$ cat config.mk
export PLATFORM = sky130hd
export DESIGN_NAME = store_buffer_flat
export DESIGN_NICKNAME = d
export VERILOG_FILES = /design/src/rtl/store_buffer_if.sv /design/src/rtl/store_buffer.sv /design/src/flat_wrapper.sv
export SDC_FILE = /design/constraint.sdc
export NUM_CORES = 1
export LEC_CHECK = 0
export BUFFER_PORTS_ARGS = -buffer_cell sky130_fd_sc_hd__buf_2
export CAP_MARGIN = 10
export CORE_UTILIZATION = 40
export CTS_CLUSTER_DIAMETER = 30
export CTS_CLUSTER_SIZE = 40
export DETAILED_ROUTE_END_ITERATION = 8
export PLACE_DENSITY = 0.64
export SYNTH_ARGS = -nofsm -noshare
export SYNTH_HDL_FRONTEND = slang
export SYNTH_SLANG_ARGS = --single-unit
$ cat constraint.sdc
create_clock -name clk -period 8.5 [get_ports clk]
set_input_delay 0.425 -clock clk [delete_from_list [all_inputs] [get_ports clk]]
set_output_delay 0.425 -clock clk [all_outputs]
set_load 0.1 [all_outputs]
$ cat src/rtl/store_buffer_if.sv
// Store buffer bundle: MEM-stage store request, load lookup and data-memory write port.
interface store_buffer_if #(
    parameter int DEPTH = 4,
    parameter int AW    = 10
);
    localparam int CW = $clog2(DEPTH) + 1;

    logic          st_valid;
    logic [AW-1:0] st_addr;
    logic [31:0]   st_data;
    logic [31:0]   st_pc;
    logic          st_ready;
    logic          ld_valid;
    logic [AW-1:0] ld_addr;
    logic          ld_hit;
    logic [31:0]   ld_data;
    logic          dm_busy;
    logic [AW-1:0] dm_A;
    logic [31:0]   dm_WData;
    logic [31:0]   dm_PC;
    logic          dm_MemWrite;
    logic [CW-1:0] count;
    logic          empty;

    modport master (
        output st_valid, st_addr, st_data, st_pc, ld_valid, ld_addr, dm_busy,
        input  st_ready, ld_hit, ld_data, dm_A, dm_WData, dm_PC, dm_MemWrite, count, empty
    );

    modport slave (
        input  st_valid, st_addr, st_data, st_pc, ld_valid, ld_addr, dm_busy,
        output st_ready, ld_hit, ld_data, dm_A, dm_WData, dm_PC, dm_MemWrite, count, empty
    );
endinterface

$ cat src/rtl/store_buffer.sv
// Posted-write FIFO in front of data memory; drains one store per free memory cycle
// and forwards the youngest buffered value for a load address.
module store_buffer #(
    parameter int DEPTH = 4,
    parameter int AW    = 10
) (
    input  logic          clk,
    input  logic          reset,
    store_buffer_if.slave bus
);
    localparam int PW = $clog2(DEPTH);
    localparam int CW = PW + 1;

    logic [AW-1:0]    addr_r [DEPTH];
    logic [31:0]      data_r [DEPTH];
    logic [31:0]      pc_r   [DEPTH];
    logic [DEPTH-1:0] valid_r;
    logic [PW-1:0]    head_r;
    logic [PW-1:0]    tail_r;
    logic [CW-1:0]    count_r;

    logic          empty_s;
    logic          full_s;
    logic          push_s;
    logic          pop_s;
    logic          hit_s;
    logic [31:0]   hit_data_s;
    logic [PW-1:0] idx_s;

    // Occupancy flags come from registered count only, so a same-cycle pop never frees a slot.
    assign empty_s = (count_r == {CW{1'b0}});
    assign full_s  = (count_r == CW'(DEPTH));
    assign push_s  = bus.st_valid && !full_s;
    assign pop_s   = !empty_s && !bus.dm_busy;

    // Youngest-first lookup: walk oldest to youngest so later matches override earlier ones.
    always_comb begin
        hit_s      = 1'b0;
        hit_data_s = 32'h0000_0000;
        idx_s      = head_r;
        for (int i = 0; i < DEPTH; i++) begin
            idx_s = head_r + PW'(i);
            if (valid_r[idx_s] && (addr_r[idx_s] == bus.ld_addr)) begin
                hit_s      = 1'b1;
                hit_data_s = data_r[idx_s];
            end else begin
                hit_s      = hit_s;
                hit_data_s = hit_data_s;
            end
        end
        if (!bus.ld_valid) begin
            hit_s      = 1'b0;
            hit_data_s = 32'h0000_0000;
        end else begin
            hit_s      = hit_s;
            hit_data_s = hit_data_s;
        end
    end

    // Entry storage and valid bits; pop clears the head, push fills the tail.
    always_ff @(posedge clk or posedge reset) begin
        if (reset) begin
            for (int i = 0; i < DEPTH; i++) begin
                addr_r[i] <= {AW{1'b0}};
                data_r[i] <= 32'h0000_0000;
                pc_r[i]   <= 32'h0000_0000;
            end
            valid_r <= {DEPTH{1'b0}};
        end else begin
            if (pop_s) begin
                valid_r[head_r] <= 1'b0;
            end
            if (push_s) begin
                addr_r[tail_r]  <= bus.st_addr;
                data_r[tail_r]  <= bus.st_data;
                pc_r[tail_r]    <= bus.st_pc;
                valid_r[tail_r] <= 1'b1;
            end
        end
    end

    // Head/tail pointers wrap naturally at the power-of-two depth.
    always_ff @(posedge clk or posedge reset) begin
        if (reset) begin
            head_r <= {PW{1'b0}};
            tail_r <= {PW{1'b0}};
        end else begin
            if (pop_s) begin
                head_r <= head_r + PW'(1);
            end
            if (push_s) begin
                tail_r <= tail_r + PW'(1);
            end
        end
    end

    // Occupancy counter; simultaneous push and pop leaves it unchanged.
    always_ff @(posedge clk or posedge reset) begin
        if (reset) begin
            count_r <= {CW{1'b0}};
        end else begin
            case ({push_s, pop_s})
                2'b10:   count_r <= count_r + CW'(1);
                2'b01:   count_r <= count_r - CW'(1);
                default: count_r <= count_r;
            endcase
        end
    end

    assign bus.st_ready    = !full_s;
    assign bus.empty       = empty_s;
    assign bus.count       = count_r;
    assign bus.dm_MemWrite = pop_s;
    assign bus.dm_A        = addr_r[head_r];
    assign bus.dm_WData    = data_r[head_r];
    assign bus.dm_PC       = pc_r[head_r];
    assign bus.ld_hit      = hit_s;
    assign bus.ld_data     = hit_data_s;
endmodule

$ cat src/flat_wrapper.sv
// flat-port wrapper written by rule: the top's interface ports become plain ports
module store_buffer_flat 
#(
    parameter int DEPTH = 4,
    parameter int AW    = 10
)
  (clk, reset, bus_st_valid, bus_st_addr, bus_st_data, bus_st_pc, bus_ld_valid, bus_ld_addr, bus_dm_busy, bus_st_ready, bus_ld_hit, bus_ld_data, bus_dm_A, bus_dm_WData, bus_dm_PC, bus_dm_MemWrite, bus_count, bus_empty);
  store_buffer_if #(.DEPTH(DEPTH), .AW(AW)) bus_i ();
  input  logic clk;
  input  logic reset;
  input wire logic [$bits(bus_i.st_valid)-1:0] bus_st_valid;
  input wire logic [$bits(bus_i.st_addr)-1:0] bus_st_addr;
  input wire logic [$bits(bus_i.st_data)-1:0] bus_st_data;
  input wire logic [$bits(bus_i.st_pc)-1:0] bus_st_pc;
  input wire logic [$bits(bus_i.ld_valid)-1:0] bus_ld_valid;
  input wire logic [$bits(bus_i.ld_addr)-1:0] bus_ld_addr;
  input wire logic [$bits(bus_i.dm_busy)-1:0] bus_dm_busy;
  output wire logic [$bits(bus_i.st_ready)-1:0] bus_st_ready;
  output wire logic [$bits(bus_i.ld_hit)-1:0] bus_ld_hit;
  output wire logic [$bits(bus_i.ld_data)-1:0] bus_ld_data;
  output wire logic [$bits(bus_i.dm_A)-1:0] bus_dm_A;
  output wire logic [$bits(bus_i.dm_WData)-1:0] bus_dm_WData;
  output wire logic [$bits(bus_i.dm_PC)-1:0] bus_dm_PC;
  output wire logic [$bits(bus_i.dm_MemWrite)-1:0] bus_dm_MemWrite;
  output wire logic [$bits(bus_i.count)-1:0] bus_count;
  output wire logic [$bits(bus_i.empty)-1:0] bus_empty;
  assign bus_i.st_valid = bus_st_valid;
  assign bus_i.st_addr = bus_st_addr;
  assign bus_i.st_data = bus_st_data;
  assign bus_i.st_pc = bus_st_pc;
  assign bus_i.ld_valid = bus_ld_valid;
  assign bus_i.ld_addr = bus_ld_addr;
  assign bus_i.dm_busy = bus_dm_busy;
  assign bus_st_ready = bus_i.st_ready;
  assign bus_ld_hit = bus_i.ld_hit;
  assign bus_ld_data = bus_i.ld_data;
  assign bus_dm_A = bus_i.dm_A;
  assign bus_dm_WData = bus_i.dm_WData;
  assign bus_dm_PC = bus_i.dm_PC;
  assign bus_dm_MemWrite = bus_i.dm_MemWrite;
  assign bus_count = bus_i.count;
  assign bus_empty = bus_i.empty;
  store_buffer #(.DEPTH(DEPTH), .AW(AW)) u_core (.clk(clk), .reset(reset), .bus(bus_i));
endmodule
==> run summary <==
The run finished with clean final reports. The share of post-route cells with drive strength above 1 is 60.4%. The number of fill cells came out at 3926. For the final database, setup skew stands at 20.5 ps. The number of H-tree levels is 3. The final standard cell area without fillers is 23100 um^2.

The number of antenna violations at the first check in global routing is 9. Counting both buffers and inverters, the worst setup path holds a total of 5. The type of the most critical hold path is in2reg. The mean instance size in the synthesized netlist came out at 15.0 um^2. Setup repair after global routing left no endpoint under its margin.

The width of the die came out at 219 um. The total routing usage reported by global routing came out at 21.2%. The number of maximum-capacitance violations came out at 0.

After detailed routing, the number of remaining DRC violations is 0. The number of placed I/O pins came out at 202. Of all nets on the critical path, the largest fanout is 50.

The hold-fix buffer count after cts is 0. Yosys mapped the design onto 52 distinct sky130hd cell types. The critical path starts at u_core.head_r[0].

Once the floorplan was initialized, standard cells occupied 41.0% of the core. The die is 219 um tall. The number of buffers added by the clock tree synthesis step came out at 77. The final global-route overflow total is 0.

The largest individual stage delay along the critical path comes from the cell sky130_fd_sc_hd__ha_4. The pin count of the biggest net entering global routing came out at 174. The library cells used most frequently in the layout, excluding fill and tap cells, are 305 x sky130_fd_sc_hd__dfrtp_1, 296 x sky130_fd_sc_hd__mux2_2, 201 x sky130_fd_sc_hd__buf_2, 174 x sky130_fd_sc_hd__mux4_2, 79 x sky130_fd_sc_hd__clkbuf_16. The cell family contributing the most delay on the critical path is buffers and inverters. The final cycle utilization of the critical path came out at 77.6%. In this run the cell area of the synthesized design comes to 18700 um^2. The detailed placement HPWL came out at 30100 um. Sequential elements use 41.0% of the synthesized area. The arrival time of data at the critical path endpoint came out at 6170 ps. The via-per-instance ratio came out at 5.99. The total area of sequential cells came out at 7690 um^2. The number of violations reported at the end of detailed-routing iteration 0 came out at 956. The cell count after synthesis came out at 1252.

The smallest clock period supported by the final layout is computed as 6600 ps. The clock-pin slew of the registers on the worst-case setup and hold paths came out at 40 ps. The number of synthesis warnings is 0.

The number of max-slew violations in the final report is 0. Clock tree synthesis selected as its root buffer the cell sky130_fd_sc_hd__clkbuf_16. The detailed-route via count is 12600. The startpoint of the most critical register-to-register path is u_core.head_r[0].

The core area is 45800 um^2. The number of global-route vias before repair is 13100. The actual transition at the worst max-transition pin came out at 1060 ps. The insertion delay to the later sink of the worst-skew pair came out at 600 ps.

The area growth from synthesis to layout is 23.4%. The count of standard-cell rows came out at 78. The total clock sinks came out at 307. Counting along the longest clock path gives a buffer depth of 3. Traced cell by cell, the critical path runs through inv_1, ha_4, buf_4, mux4_1, xor2_1, nor4_4, buf_4, nor4b_4, buf_4, nor4b_2, o221ai_1, a21boi_1, buf_2. The global-route wire length before repair is 77600 um. In this design, the critical path's most frequently occurring cell is sky130_fd_sc_hd__buf_4. The die area came out at 47700 um^2.

The worst setup path is launched from a flip-flop. The clock tree from TritonCTS is built. The post-CTS setup-driven buffer insertion count is 0. The leading cell type in the layout, fill and taps excluded is sky130_fd_sc_hd__dfrtp_1. The net count of the finished layout is 1535.

The path depth of the worst reg2reg path came out at 5. The post-detailed-route count of antenna-violating nets came out at 0. The number of synthesized register bits came out at 307. Before antenna repair, the detailed router went through 7 iterations. Summing all multi-input logic gate instances after layout gives 10500 um^2.

The routed length per instance came out at 23.4 um. The worst reg-to-reg setup slack is 5420 ps. The setup path with the least slack is of type reg2out.

The net count after synthesis is 1351. Once placement finished, the instance area stood at 20200 um^2. The endpoint identified for the worst register-to-register timing path is u_core.head_r[1]. The hold violation count in the final report came to 0. Timing would allow up to 152 MHz. The critical path runs through a total of 13 cells. The routed wire length is 49200 um. STA classifies the critical path endpoint as an output port. The weighted congestion at the end of routability-driven global placement came out at 0.797.

The worst path required time is 8080 ps. The worst slew margin relative to its limit came out at 29.5%. The number of input and output port buffers inserted is 201.

The setup violation total in the final timing report came out at 0. The endpoint of the worst setup timing path is bus_ld_data[5]. The critical path's largest stage delay came out at 880 ps. The total negative slack for setup checks is 0 ps. The number of cells upsized or downsized after cts came out at 0.
## state kept, by name, summed over array words and instances, names as in the netlist
register	count
u_core.addr_r	40
u_core.bus.count	3
u_core.data_r	128
u_core.head_r	2
u_core.pc_r	128
u_core.tail_r	2
u_core.valid_r	4
## area by class of cell
| type | instances | share of cell area, % |
|---|---|---|
| inverters | 13 | 0.227 |
| clock inverters | 40 | 3.12 |
| diodes | 3 | 0.0325 |
| well taps | 600 | 3.25 |
| clock buffers | 103 | 9.63 |
| repair buffers | 224 | 5.15 |
| multi-input cells | 813 | 45.4 |
| flip-flops and latches | 307 | 33.2 |
## per-stage QoR
stage	hold slack, ps	utilization [%]	cells	worst slack, ps
after floorplan	474	-	1252	2560
after global placement	481	44.1	1957	2610
after detailed placement	487	44.1	1957	2480
after CTS	65.0	50.5	2100	1820
after global routing	73.6	50.5	2101	1480
final	101	50.5	2103	1900
## synthesized netlist by cell type (all sizes together)
library cell  count  area share (%)
a221oi            2           0.093
fa                1            0.11
a2111o            1           0.060
mux2i            29             1.5
mux4            190              23
a32oi             1           0.047
nand3             7            0.19
o211ai            1           0.040
nand2            55             1.1
nor3              3            0.11
a21boi           32             1.3
and4              1           0.047
o2bb2ai           1           0.047
ha                9            0.60
nor2              4           0.080
nor2b             4            0.13
o22ai             1           0.033
o221ai           34             1.6
nor4              2            0.13
xnor2            26             1.2
and2              2           0.067
or2               1           0.033
a31o             32             1.5
a2111oi           2            0.19
a211o             1           0.047
dfrtp           307              41
nand4             3            0.10
o31a              1           0.047
o21a              1           0.040
a22oi             1           0.040
buf              57             2.0
o21ai             4            0.11
nand2b            4            0.13
o32ai             4            0.19
nor4b            33             2.6
clkbuf           62             1.2
a211oi            3            0.12
mux2            296              18
xor2             20            0.93
inv              13            0.26
and3              1           0.033
## layer usage
metal / up-vias / global-route usage (%) / wire length [um]
met1: 6667 / 27.4 / 20300
met2: 444 / 33.2 / 23600
met5: - / 0 / 86
met3: 86 / 7.77 / 4280
li1: 5385 / - / -
met4: 12 / 6.04 / 920
## how the worst min path moves through the flow
stage,start,to,slack [ps],cells after the start
floorplan,u_core.pc_r[32],u_core.pc_r[32],470,1
global placement,u_core.pc_r[62],u_core.pc_r[62],480,1
detailed placement,u_core.pc_r[46],u_core.pc_r[46],490,1
CTS,bus_st_data[15],u_core.data_r[15],70,2
global route,bus_st_addr[0],u_core.addr_r[0],70,2
finish,bus_st_pc[21],u_core.pc_r[53],100,2
## cell families after synthesis
logic type / after synthesis / share of synthesized area [%]
XOR/XNOR: 46 / 2.15
multiplexers: 515 / 42.5
buffers and inverters: 132 / 3.46
AO/OA/AOI/OAI: 122 / 5.50
flip-flops: 307 / 41.0
AND/OR/NAND/NOR: 120 / 4.74
adder cells (fa/ha/maj): 10 / 0.707
Power is left out: the tool's default activity adds up to more than one toggle a clock period on the data nets, which glitch-free logic cannot reach.
